==> src/rtl/fetch_unit.sv <==
// Instruction fetch stage: PC register, one-entry output register toward
// decode, redirect handling and a latched misaligned-redirect fault.
module fetch_unit #(
  parameter logic [31:0] RESET_PC    = 32'h00000000,
  parameter int unsigned COUNT_WIDTH = 32
) (
  input  logic                   clk,
  input  logic                   rst_n,
  output logic [31:0]            instr_addr,
  input  logic [31:0]            instr_data,
  input  logic                   redirect_valid,
  input  logic [31:0]            redirect_target,
  output logic                   out_valid,
  input  logic                   out_ready,
  output logic [31:0]            out_pc,
  output logic [31:0]            out_pc_plus4,
  output logic [31:0]            out_instr,
  output logic                   fault,
  output logic [31:0]            fault_addr,
  output logic [COUNT_WIDTH-1:0] fetch_count
);

  localparam logic [31:0] INSTR_NOP = 32'h00000013;
  localparam logic [31:0] PC_STEP   = 32'd4;

  typedef enum logic [1:0] {
    S_BOOT  = 2'd0,
    S_RUN   = 2'd1,
    S_FAULT = 2'd2
  } state_t;

  state_t                 r_state;
  state_t                 w_state_nxt;
  logic [31:0]            r_pc, w_pc_nxt;
  logic                   r_out_valid, w_out_valid_nxt;
  logic [31:0]            r_out_pc, w_out_pc_nxt;
  logic [31:0]            r_out_instr, w_out_instr_nxt;
  logic                   r_fault, w_fault_nxt;
  logic [31:0]            r_fault_addr, w_fault_addr_nxt;
  logic [COUNT_WIDTH-1:0] r_fetch_count, w_fetch_count_nxt;
  logic                   w_load;
  logic                   w_misaligned;

  assign w_load       = !r_out_valid || out_ready;
  assign w_misaligned = (redirect_target[1:0] != 2'b00);

  // State and datapath registers; reset clears everything immediately.
  always_ff @(posedge clk or negedge rst_n) begin
    if (!rst_n) begin
      r_state       <= S_BOOT;
      r_pc          <= RESET_PC;
      r_out_valid   <= 1'b0;
      r_out_pc      <= 32'h0;
      r_out_instr   <= INSTR_NOP;
      r_fault       <= 1'b0;
      r_fault_addr  <= 32'h0;
      r_fetch_count <= '0;
    end else begin
      r_state       <= w_state_nxt;
      r_pc          <= w_pc_nxt;
      r_out_valid   <= w_out_valid_nxt;
      r_out_pc      <= w_out_pc_nxt;
      r_out_instr   <= w_out_instr_nxt;
      r_fault       <= w_fault_nxt;
      r_fault_addr  <= w_fault_addr_nxt;
      r_fetch_count <= w_fetch_count_nxt;
    end
  end

  // Next-state and next-datapath values; everything holds unless updated.
  always_comb begin
    w_state_nxt       = r_state;
    w_pc_nxt          = r_pc;
    w_out_valid_nxt   = r_out_valid;
    w_out_pc_nxt      = r_out_pc;
    w_out_instr_nxt   = r_out_instr;
    w_fault_nxt       = r_fault;
    w_fault_addr_nxt  = r_fault_addr;
    w_fetch_count_nxt = r_fetch_count;
    unique case (r_state)
      S_BOOT: begin
        w_state_nxt = S_RUN;
      end
      S_RUN: begin
        if (redirect_valid) begin
          // Redirect wins over capture and flushes the held instruction.
          w_out_valid_nxt = 1'b0;
          if (w_misaligned) begin
            w_state_nxt      = S_FAULT;
            w_fault_nxt      = 1'b1;
            w_fault_addr_nxt = redirect_target;
          end else begin
            w_pc_nxt = redirect_target;
          end
        end else if (w_load) begin
          w_out_pc_nxt      = r_pc;
          w_out_instr_nxt   = instr_data;
          w_out_valid_nxt   = 1'b1;
          w_pc_nxt          = r_pc + PC_STEP;
          w_fetch_count_nxt = r_fetch_count + COUNT_WIDTH'(1);
        end
      end
      S_FAULT: begin
        w_out_valid_nxt = 1'b0;
      end
      default: begin
        w_state_nxt = S_BOOT;
      end
    endcase
  end

  assign instr_addr   = r_pc;
  assign out_valid    = r_out_valid;
  assign out_pc       = r_out_pc;
  assign out_pc_plus4 = r_out_pc + PC_STEP;
  assign out_instr    = r_out_instr;
  assign fault        = r_fault;
  assign fault_addr   = r_fault_addr;
  assign fetch_count  = r_fetch_count;

endmodule

==> config.mk <==
export PLATFORM = sky130hd
export DESIGN_NAME = fetch_unit
export DESIGN_NICKNAME = d
export VERILOG_FILES = /design/src/rtl/fetch_unit.sv
export SDC_FILE = /design/constraint.sdc
export NUM_CORES = 1
export LEC_CHECK = 0
export CORE_MARGIN = 5
export CORE_UTILIZATION = 50
export DETAILED_ROUTE_END_ITERATION = 12
export MAX_ROUTING_LAYER = met4
export PLACE_DENSITY = 0.87
export SETUP_SLACK_MARGIN = 0.3
export SLEW_MARGIN = 20
export SYNTH_ARGS = -nofsm -noshare
export SYNTH_HDL_FRONTEND = slang
export SYNTH_SLANG_ARGS = --single-unit
export TNS_END_PERCENT = 1
==> constraint.sdc <==
create_clock -name clk -period 3.95 [get_ports clk]
set_clock_uncertainty 0.15 [all_clocks]
set_input_delay 0.5925 -clock clk [delete_from_list [all_inputs] [get_ports clk]]
set_output_delay 0.5925 -clock clk [all_outputs]
set_load 0.005 [all_outputs]
==> results of run 1 <==
-- area by class of cell --
class	instances	area, sq um	share of cell area, %
multi-input combinational	469	3510	31.3
clock buffer	22	464	4.13
timing repair buffer	274	2710	24.1
inverter	13	48.8	0.434
sequential	164	4110	36.5
tap	211	264	2.35
clock inverter	10	131	1.17
-- state kept, by name (all words and copies together) (netlist names) --
signal / count
fault_addr: 32
r_state: 2
out_pc: 32
instr_addr: 32
fetch_count: 32
out_valid: 1
fault: 1
out_instr: 32
-- worst max-delay path: cells and delay by family, from the launching register on --
kind	cells	cell delay (ns)
DFF	1	0.50
buffers and inverters	1	0.52
xor gates and xnor gates	1	0.16
and+or+nand+nor	4	1.18
-- report_power, final --
part / internal [mW] / total (mW) / leakage, nW / switching, mW
combinational: 2.21 / 3.53 / 2.27 / 1.32
sequential: 2.36 / 3.15 / 1.99 / 0.788
clock: 1.02 / 1.68 / 0.294 / 0.656
-- worst min-delay path by stage --
stage	to	slack (ns)
floorplan	fault	0.15
global placement	fault	0.30
detailed placement	fault_addr[1]	0.31
CTS	fetch_count[31]	0.12
global route	fetch_count[31]	0.17
finish	fetch_count[31]	0.08
-- routing by layer --
metal / wire length [um] / up-vias
met5: 0 / -
met1: 9500 / 3289
met2: 11600 / 351
met3: 1880 / 53
li1: - / 2980
met4: 681 / 0
-- kinds of logic (layout without fill, tap and decap cells) --
family | Yosys count | count (layout) | synth area share (%)
flip-flops | 164 | 164 | 52.8
XOR/XNOR | 59 | 59 | 6.64
AO/OA/AOI/OAI | 89 | 89 | 6.96
buffers and inverters | 43 | 319 | 2.43
adder cells (fa/ha/maj) | 3 | 3 | 0.482
AND/OR/NAND/NOR | 224 | 224 | 17.2
multiplexers | 94 | 94 | 13.5
-- metrics by stage --
step	setup slack [ns]	utilization [%]	instance area (sq um)	instances	hold WS [ns]
floorplan	1.53	-	7780	676	0.147
global placement	0.873	69.6	10600	1127	0.304
detailed placement	0.814	69.6	10600	1127	0.315
CTS	0.347	73.5	11200	1159	0.123
global route	0.254	73.7	11200	1163	0.170
finish	0.432	73.7	11200	1163	0.0797
-- layout by cell type, fill, tap and decap left out, drive strengths merged, types with 5 or more instances in the layout --
master           n
clkdlybuf4s50  260
dfrtp          161
mux2            91
nand2           46
xnor2           40
nand3           35
nor2            31
nor3            27
o21ai           25
a21oi           25
clkbuf          22
xor2            19
nand4           19
and4            15
nor4            15
buf             14
inv             13
o22ai           11
and3            11
clkinv           6
and2             5
or3              5
or2              5
-- Yosys cell counts (all sizes together), types with 5 or more instances --
master  instances
inv            13
nor2           31
a21oi          25
and4           15
nand3          35
nor3           27
xor2           19
or3             5
mux2           91
and2            5
nor4           15
clkbuf         10
nand4          19
or2             5
xnor2          40
o22ai          11
buf            20
o21ai          25
nand2          46
and3           11
dfrtp         161
==> results.md, run 1 <==
- Fin crit share: around nine tenths
- Cell Chain, Critical Path: nand4_2 > nor4_4 > and4_1 > nand4_1 > xnor2_1 > clkdlybuf4s50_1
- FFs w/ async S/R, synth: between 90% and 100%
- Max Root-Sink Buffers: 2
- Reg-to-reg critical path startpoint: instr_addr[8]
- Seq/Total Area, Yosys: a little over half
- EDFF count, synth: 0
- CORE AREA: 15300 sq um
- Via count of the first global-routing pass: 6718
- Class of the worst hold path: primary input to async pin
- I/O Pins: approximately 260
- Post-CTS setup repair buffer count: 0
- Worst setup SP type: flop
- RSZ-0062 raised after global routing: yes
- Overall power: 8.36 mW
- CP Class: flop to primary output
- Die Ht: 135 um
- # diodes: 0
- Max Clk Rate: 284 MHz
- FP Rows: 45
- Post-route DRC violation count: 0
- Grt met1 use: roughly a third
- Post-synth top area share: 51.8%
- CTS H-tree lvls: 4
- Detail Route Antenna Nets: 0
- Reg2Reg Depth: 5
- LEAKAGE: roughly 4.6 nW
- Worst-path fanout max: 8
- Die W: 135 um
- Fin. Hold Viols: 0
- First-pass GRT wire length: approximately 37000 um
- Reg2reg setup slack: 1.50 ns
- Fin nets: 1010
- Power Density: 743 nW/um^2
- Area Growth Syn to Fin: 44.4%
- Total die area: 18200 sq um
- M2 GR Usage: 41.7%
- Crit path time final: 3.52 ns
- Top cells by area, synth: dfrtp_1 52%, mux2_2 13%, xnor2_1 4.5%
- #FFs+latches synth: 164
- Clk sinks: 164
- Global route total overflow: 0
- Cts bufs inserted: 17
- Final slew viol count: 0
- Setup violations, final: 0
- Share of layout cells above drive strength 1: 16.9%
- WP data required: approximately 3.2 ns
- Root Buffer Master: clkbuf_16
- Met3 Use GR: 5.74%
- Iteration-0 DRC Markers: ~550
- Crit path capture: out_pc_plus4[29]
- Max-slew headroom: around 44%
- Cts hold-fix bufs: 0
- GPL Wtd Cong: 0.908
- Critical path arrival: 2.78 ns
- Largest net degree at the start of global routing: 93
- Initial antenna violation count: 0
- Yosys cell types: 57
- Slowest CP cell: clkdlybuf4s50_1
- Drt wl/cell: 20.4 um
- Most Crowded Layer GR: met2
- Final wirelength: 23700 um
- Worst Tran Pin Value: around 0.84 ns
- CTS tree: built
- Post-Syn Nets: roughly 750
- Worst Setup SP: out_pc[4]
- Post-synth top flop: dfrtp_1
- Post-DP HPWL: 17000 um
- Setup tns final: 0 ns
- Post-Syn Instances: 676
- Total GRT Usage: 26.9%
- Synth Cell Area: 7780 sq um
- Vias after detailed routing: 6673
- Peak VDD IR: 0.440 mV
- Outcome: completed
- Port Buf Inserts: 261
- Crit path largest cell delay: 0.52 ns
- CP Capture Type: primary output
- Clk_lat worst skew: 0.43 ns
- Capturing point of the worst reg2reg path: instr_addr[25]
- Fillers: 1038
- Synth warnings: 0
- Vias/cell: 5.74
- Post-CTS sizing: 0
- Clock-pin slew on the worst setup and hold paths: around 0.060 ns
- Post-Syn Area per Cell: around 12 sq um
- Post-synth top area cell: dfrtp_1
- TritonRoute pass-1 iters: 5
- Initial Util: 51.0%
- Maxcap violations: 0
Power figures use the tool's default switching activity.
==> inputs of run 2 (changes only) <==
CORE_UTILIZATION = 51   (was 50)
CTS_BUF_LIST = sky130_fd_sc_hd__clkbuf_8   (was not set)
PLACE_DENSITY = 0.88   (was 0.87)
==> run 2 against run 1 <==
Compared with the run above:
- count of clock-buffer cells in the layout is 5 lower
- largest cell class unchanged
- sequential share of layout area is 0.68 points higher
- global-route usage is 0.98 points lower
- total power is 5.6% lower
- highest routed layer unchanged
- critical path type unchanged
- largest power group unchanged
- combinational power is 1% lower
- routed wire length is 4.8% lower
- clock power is 24% lower
- register-to-register slack hardly changed
==> results.md, run 2 (synthesis gave the netlist of run 1 again) <==
- Maxcap violations: 0
- CTS H-tree lvls: 4
- Initial Util: around 52%
- CTS tree: built
- Vias after detailed routing: about 6600
- # placed instances: 1105
- Final core occ: 73.2%
- Reg-to-reg critical path startpoint: instr_addr[3]
- Most frequent cells in the layout: 260 x clkdlybuf4s50_1, 158 x dfrtp_1, 91 x mux2_2
- CP Capture Type: primary output
- Worst Tran Pin Value: a little over 0.8 ns
- Root Buffer Master: clkbuf_8
- Fin. Hold Viols: 0
- Outcome: completed
- Total die area: 17800 sq um
- First-pass GRT wire length: 35700 um
- Via count of the first global-routing pass: 6481
- Final WS setup: 0.433 ns
- Reg2Reg Depth: 6
- Global route total overflow: 0
- Cts bufs inserted: 17
- Die W: 134 um
- Port Buf Inserts: 261
- CORE AREA: 15100 sq um
- Clk_lat worst skew: between 0.4 and 0.5 ns
- Total GRT Usage: 25.9%
- Final wirelength: about 23000 um
- Worst-path fanout max: 6
- Area Growth Syn to Fin: 41.9%
- Vias/cell: 5.76
- Worst setup SP type: flop
- WP data required: about 3.2 ns
- # diodes: 0
- Cts hold-fix bufs: 0
- Hold slack: 0.0540 ns
- Share of layout cells above drive strength 1: 17.7%
- Worst Setup SP: out_pc[9]
- Largest net degree at the start of global routing: 88
- Max Root-Sink Buffers: 2
- Initial antenna violation count: 0
- LEAKAGE: ~4.5 nW
- RSZ-0062 raised after global routing: yes
- DP Worst Slack: 0.793 ns
- GPL Wtd Cong: between 0.8 and 0.9
- Clk sinks: 164
- Max Clk Rate: about 280 MHz
- Peak VDD IR: 0.375 mV
- Clock-pin slew on the worst setup and hold paths: 0.09 ns
- Setup violations, final: 0
- CP Class: flop to primary output
- Fin cells: 1141
- Die Ht: approximately 130 um
- Fin crit share: 89.0%
- Power Density: 714 nW/um^2
- Capturing point of the worst reg2reg path: instr_addr[30]
- Final Cell Area: around 11000 sq um
- FP Rows: 45
- Detail Route Antenna Nets: 0
- Reg2reg setup slack: 1.50 ns
- Most common cell after layout, fill and taps aside: clkdlybuf4s50_1
- Drt wl/cell: 19.8 um
- Post-route DRC violation count: 0
- Setup tns final: 0 ns
- I/O Pins: 262
- TritonRoute pass-1 iters: 5
- Max-slew headroom: 46.4%
- Final slew viol count: 0
- Overall power: 7.89 mW
- Placed cell areas: 10600 sq um
- Iteration-0 DRC Markers: 566
- Post-DP HPWL: 17100 um
- Fin nets: 1011
- Fillers: 1086
- Crit path time final: 3.52 ns
- Critical path arrival: 2.77 ns
- Class of the worst hold path: primary input to async pin
run 2: changes by cell type in the layout (fill, tap and decap cells not counted), sizes merged:
cell | previous run | this run
clkbuf | 22 | 17
inv | 13 | 17
buf | 14 | 15
clkinv | 6 | 7
run 2: area by class of cell:
cell class / instances / area (sq um) / share of cell area, %
Sequential cell: 164 / 4110 / 37.2
Multi-Input combinational cell: 469 / 3520 / 31.8
Timing Repair Buffer: 275 / 2720 / 24.6
Tap cell: 188 / 235 / 2.13
Clock buffer: 17 / 234 / 2.12
Clock inverter: 15 / 181 / 1.64
Inverter: 13 / 48.8 / 0.442
run 2: timing repair:
| action | 4_1_cts | 5_1_grt |
|---|---|---|
| gates resized for setup | 0 | 5 |
| setup endpoints to repair | 1 | 8 |
| pin swaps | 1 | 3 |
| buffers inserted | 0 | 4 |
run 2: critical path, stage by stage (launching register included):
cell and delay, ns:
dfrtp_1 0.46, nand4_1 0.27, nor4_4 0.43, and4_2 0.35, nand4_1 0.12, xnor2_1 0.17
clkdlybuf4s50_1 0.52
run 2: worst max path at each step:
stage / end
after CTS: out_pc_plus4[29]
after global placement: out_pc_plus4[29]
final: out_pc_plus4[29]
after global routing: out_pc_plus4[31]
after floorplan: out_pc_plus4[29]
after detailed placement: out_pc_plus4[26]
run 2: per-layer routing:
layer / part of all wire, % / wire [um] / global-route usage, % / up-vias
met4: 3.4 / 775 / 10.7 / 0
met1: 41 / 9210 / 34.0 / 3203
met2: 49 / 11100 / 40.6 / 327
met3: 6.4 / 1450 / 4.08 / 59
met5: 0 / 0 / - / -
li1: - / - / - / 2984
run 2: power breakdown:
| group | internal (mW) | switching [mW] | leakage, nW |
|---|---|---|---|
| logic | 2.22 | 1.28 | 2.28 |
| registers | 2.36 | 0.768 | 1.98 |
| clock network | 0.631 | 0.641 | 0.212 |
==> inputs of run 3 (changes only) <==
CORE_UTILIZATION = 50   (was 51)
PLACE_DENSITY = 0.87   (was 0.88)
==> run 3 against run 2 <==
Compared with the run above:
- combinational power grew 1%
- critical path depth unchanged
- non-clock buffer count unchanged
- global-route usage grew 0.075 points
- total power increased by 0.22%
- maximum frequency is 0.34% higher
- routed wire length up 2.1%
- cell area rose by 0.25%
==> results.md, run 3 (synthesis gave the netlist of run 1 again) <==
- Via count of the first global-routing pass: 6553
- Worst-path fanout max: 7
- Port Buf Inserts: 261
- Largest net degree at the start of global routing: 93
- Most common cell after layout, fill and taps aside: clkdlybuf4s50_1
- Clock-pin slew on the worst setup and hold paths: 0.09 ns
- GPL Wtd Cong: 0.908
- Die Ht: about 130 um
- Initial antenna violation count: 1
- Final Cell Area: 11100 sq um
- CTS H-tree lvls: 4
- Initial Util: 51.0%
- Worst Tran Pin Value: 0.836 ns
- Critical path arrival: 2.76 ns
- RSZ-0062 raised after global routing: yes
- CTS tree: built
- TritonRoute pass-1 iters: 5
- Final WS setup: about 0.45 ns
- Cell family with most CP delay: simple AND/OR/NAND/NOR gates
- Share of layout cells above drive strength 1: 17.3%
- Setup violations, final: 0
- Final slew viol count: 0
- Post-route DRC violation count: 0
- Setup tns final: 0 ns
- Die W: 135 um
- Final wirelength: 23000 um
- LEAKAGE: between 4 and 5 nW
- Iteration-0 DRC Markers: 497
- Fin nets: slightly above 1000
- WP data required: ~3.2 ns
- Max Clk Rate: 285 MHz
- Total GRT Usage: 26.0%
- Peak VDD IR: 0.449 mV
- Area Growth Syn to Fin: 42.3%
- Capturing point of the worst reg2reg path: instr_addr[30]
- Class of the worst hold path: primary input to async pin
- Crit path time final: 3.50 ns
- Slowest CP cell: clkdlybuf4s50_1
- Reg-to-reg critical path startpoint: instr_addr[2]
- Reg2Reg Depth: 6
- CP Capture Type: primary output
- First-pass GRT wire length: 36100 um
- Overall power: 7.91 mW
- Post-DP HPWL: ~17000 um
- Drt wl/cell: just under 20 um
- Most frequent cells in the layout: 260 x clkdlybuf4s50_1, 160 x dfrtp_1, 91 x mux2_2
- Fin cells: 1165
- Final core occ: 72.6%
- Worst path bufs/invs: 1
- CP Class: flop to primary output
- Vias after detailed routing: between 6000 and 7000
- Global route total overflow: 0
- DP Worst Slack: roughly 0.81 ns
- I/O Pins: 262
- Hold slack: 0.0441 ns
- CORE AREA: 15300 sq um
- Cts hold-fix bufs: 0
- Max-slew headroom: roughly 44%
- Clk_lat worst skew: about 0.45 ns
- Placed cell areas: 10600 sq um
- Total die area: 18200 sq um
- # placed instances: 1127
- FP Rows: 45
- Outcome: completed
- Worst setup SP type: flop
- Power Density: roughly 700 nW/um^2
- Reg2reg setup slack: between 1.5 and 2 ns
- Maxcap violations: 0
- Fin. Hold Viols: 0
- Detail Route Antenna Nets: 0
- Root Buffer Master: clkbuf_8
- Max Root-Sink Buffers: 2
- Clk sinks: roughly 160
- Crit path largest cell delay: roughly 0.52 ns
- Vias/cell: 5.61
- Fillers: 1068
- Cts bufs inserted: 17
- Fin crit share: 88.7%
- Cell Chain, Critical Path: nand4_2 > nor4_4 > and4_1 > nand4_1 > xnor2_1 > clkdlybuf4s50_1
-- run 3: cell count changes in the layout (fill, tap and decap cells not counted) --
| cell | change |
|---|---|
| ha_2 | -1 |
| inv_6 | -3 |
| clkinv_4 | -4 |
| inv_1 | +2 |
| dfrtp_1 | +2 |
| clkinv_2 | +3 |
| ha_4 | +1 |
| dfrtp_2 | -2 |
| diode_2 | +1 |
| clkbuf_8 | +2 |
-- run 3: how the worst max path moves through the flow --
stage	cells after the start	start	to
after CTS	6	out_pc[4]	out_pc_plus4[29]
after global placement	6	out_pc[8]	out_pc_plus4[29]
after floorplan	6	out_pc[8]	out_pc_plus4[29]
after global routing	6	out_pc[5]	out_pc_plus4[29]
final	6	out_pc[5]	out_pc_plus4[29]
after detailed placement	6	out_pc[8]	out_pc_plus4[29]
-- run 3: cell type report --
cell class                 count  area [sq um]  share of cell area, %
antenna                        1          2.50                 0.0226
clock buffer                  19           262                   2.36
clock inverter                13           143                   1.29
inverter                      13          48.8                  0.441
multi-input combinational    469          3530                   31.9
sequential                   164          4110                   37.1
tap                          211           264                   2.38
timing repair buffer         275          2720                   24.5
-- run 3: power by group --
| part | internal (mW) | total (mW) | switching (mW) | leakage [nW] |
|---|---|---|---|---|
| sequential | 2.35 | 3.13 | 0.774 | 1.99 |
| clock | 0.647 | 1.24 | 0.598 | 0.219 |
| combinational | 2.23 | 3.53 | 1.31 | 2.28 |
-- run 3: timing repair --
action / 4_1_cts / 5_1_grt
gates cloned: 0 / 0
resized for setup: 1 / 3
buffers inserted: 0 / 5
endpoints found under the setup margin: 3 / 9
pin swaps: 0 / 3
-- run 3: layer usage --
metal,track usage [%],up-vias,share of wire [%]
met4,10.5,0,3.0
met2,39.1,299,48
met3,5.59,45,7.3
met5,-,-,0
li1,-,2987,-
met1,34.6,3202,42
-- run 3: worst register-to-register path, cell delays in order (launching register included) --
cell       delay (ns)
dfrtp_1          0.43
ha_1             0.24
nand3_1          0.15
or4_1            0.61
nor4_1           0.41
o21ai_0          0.15
o2bb2ai_1        0.14
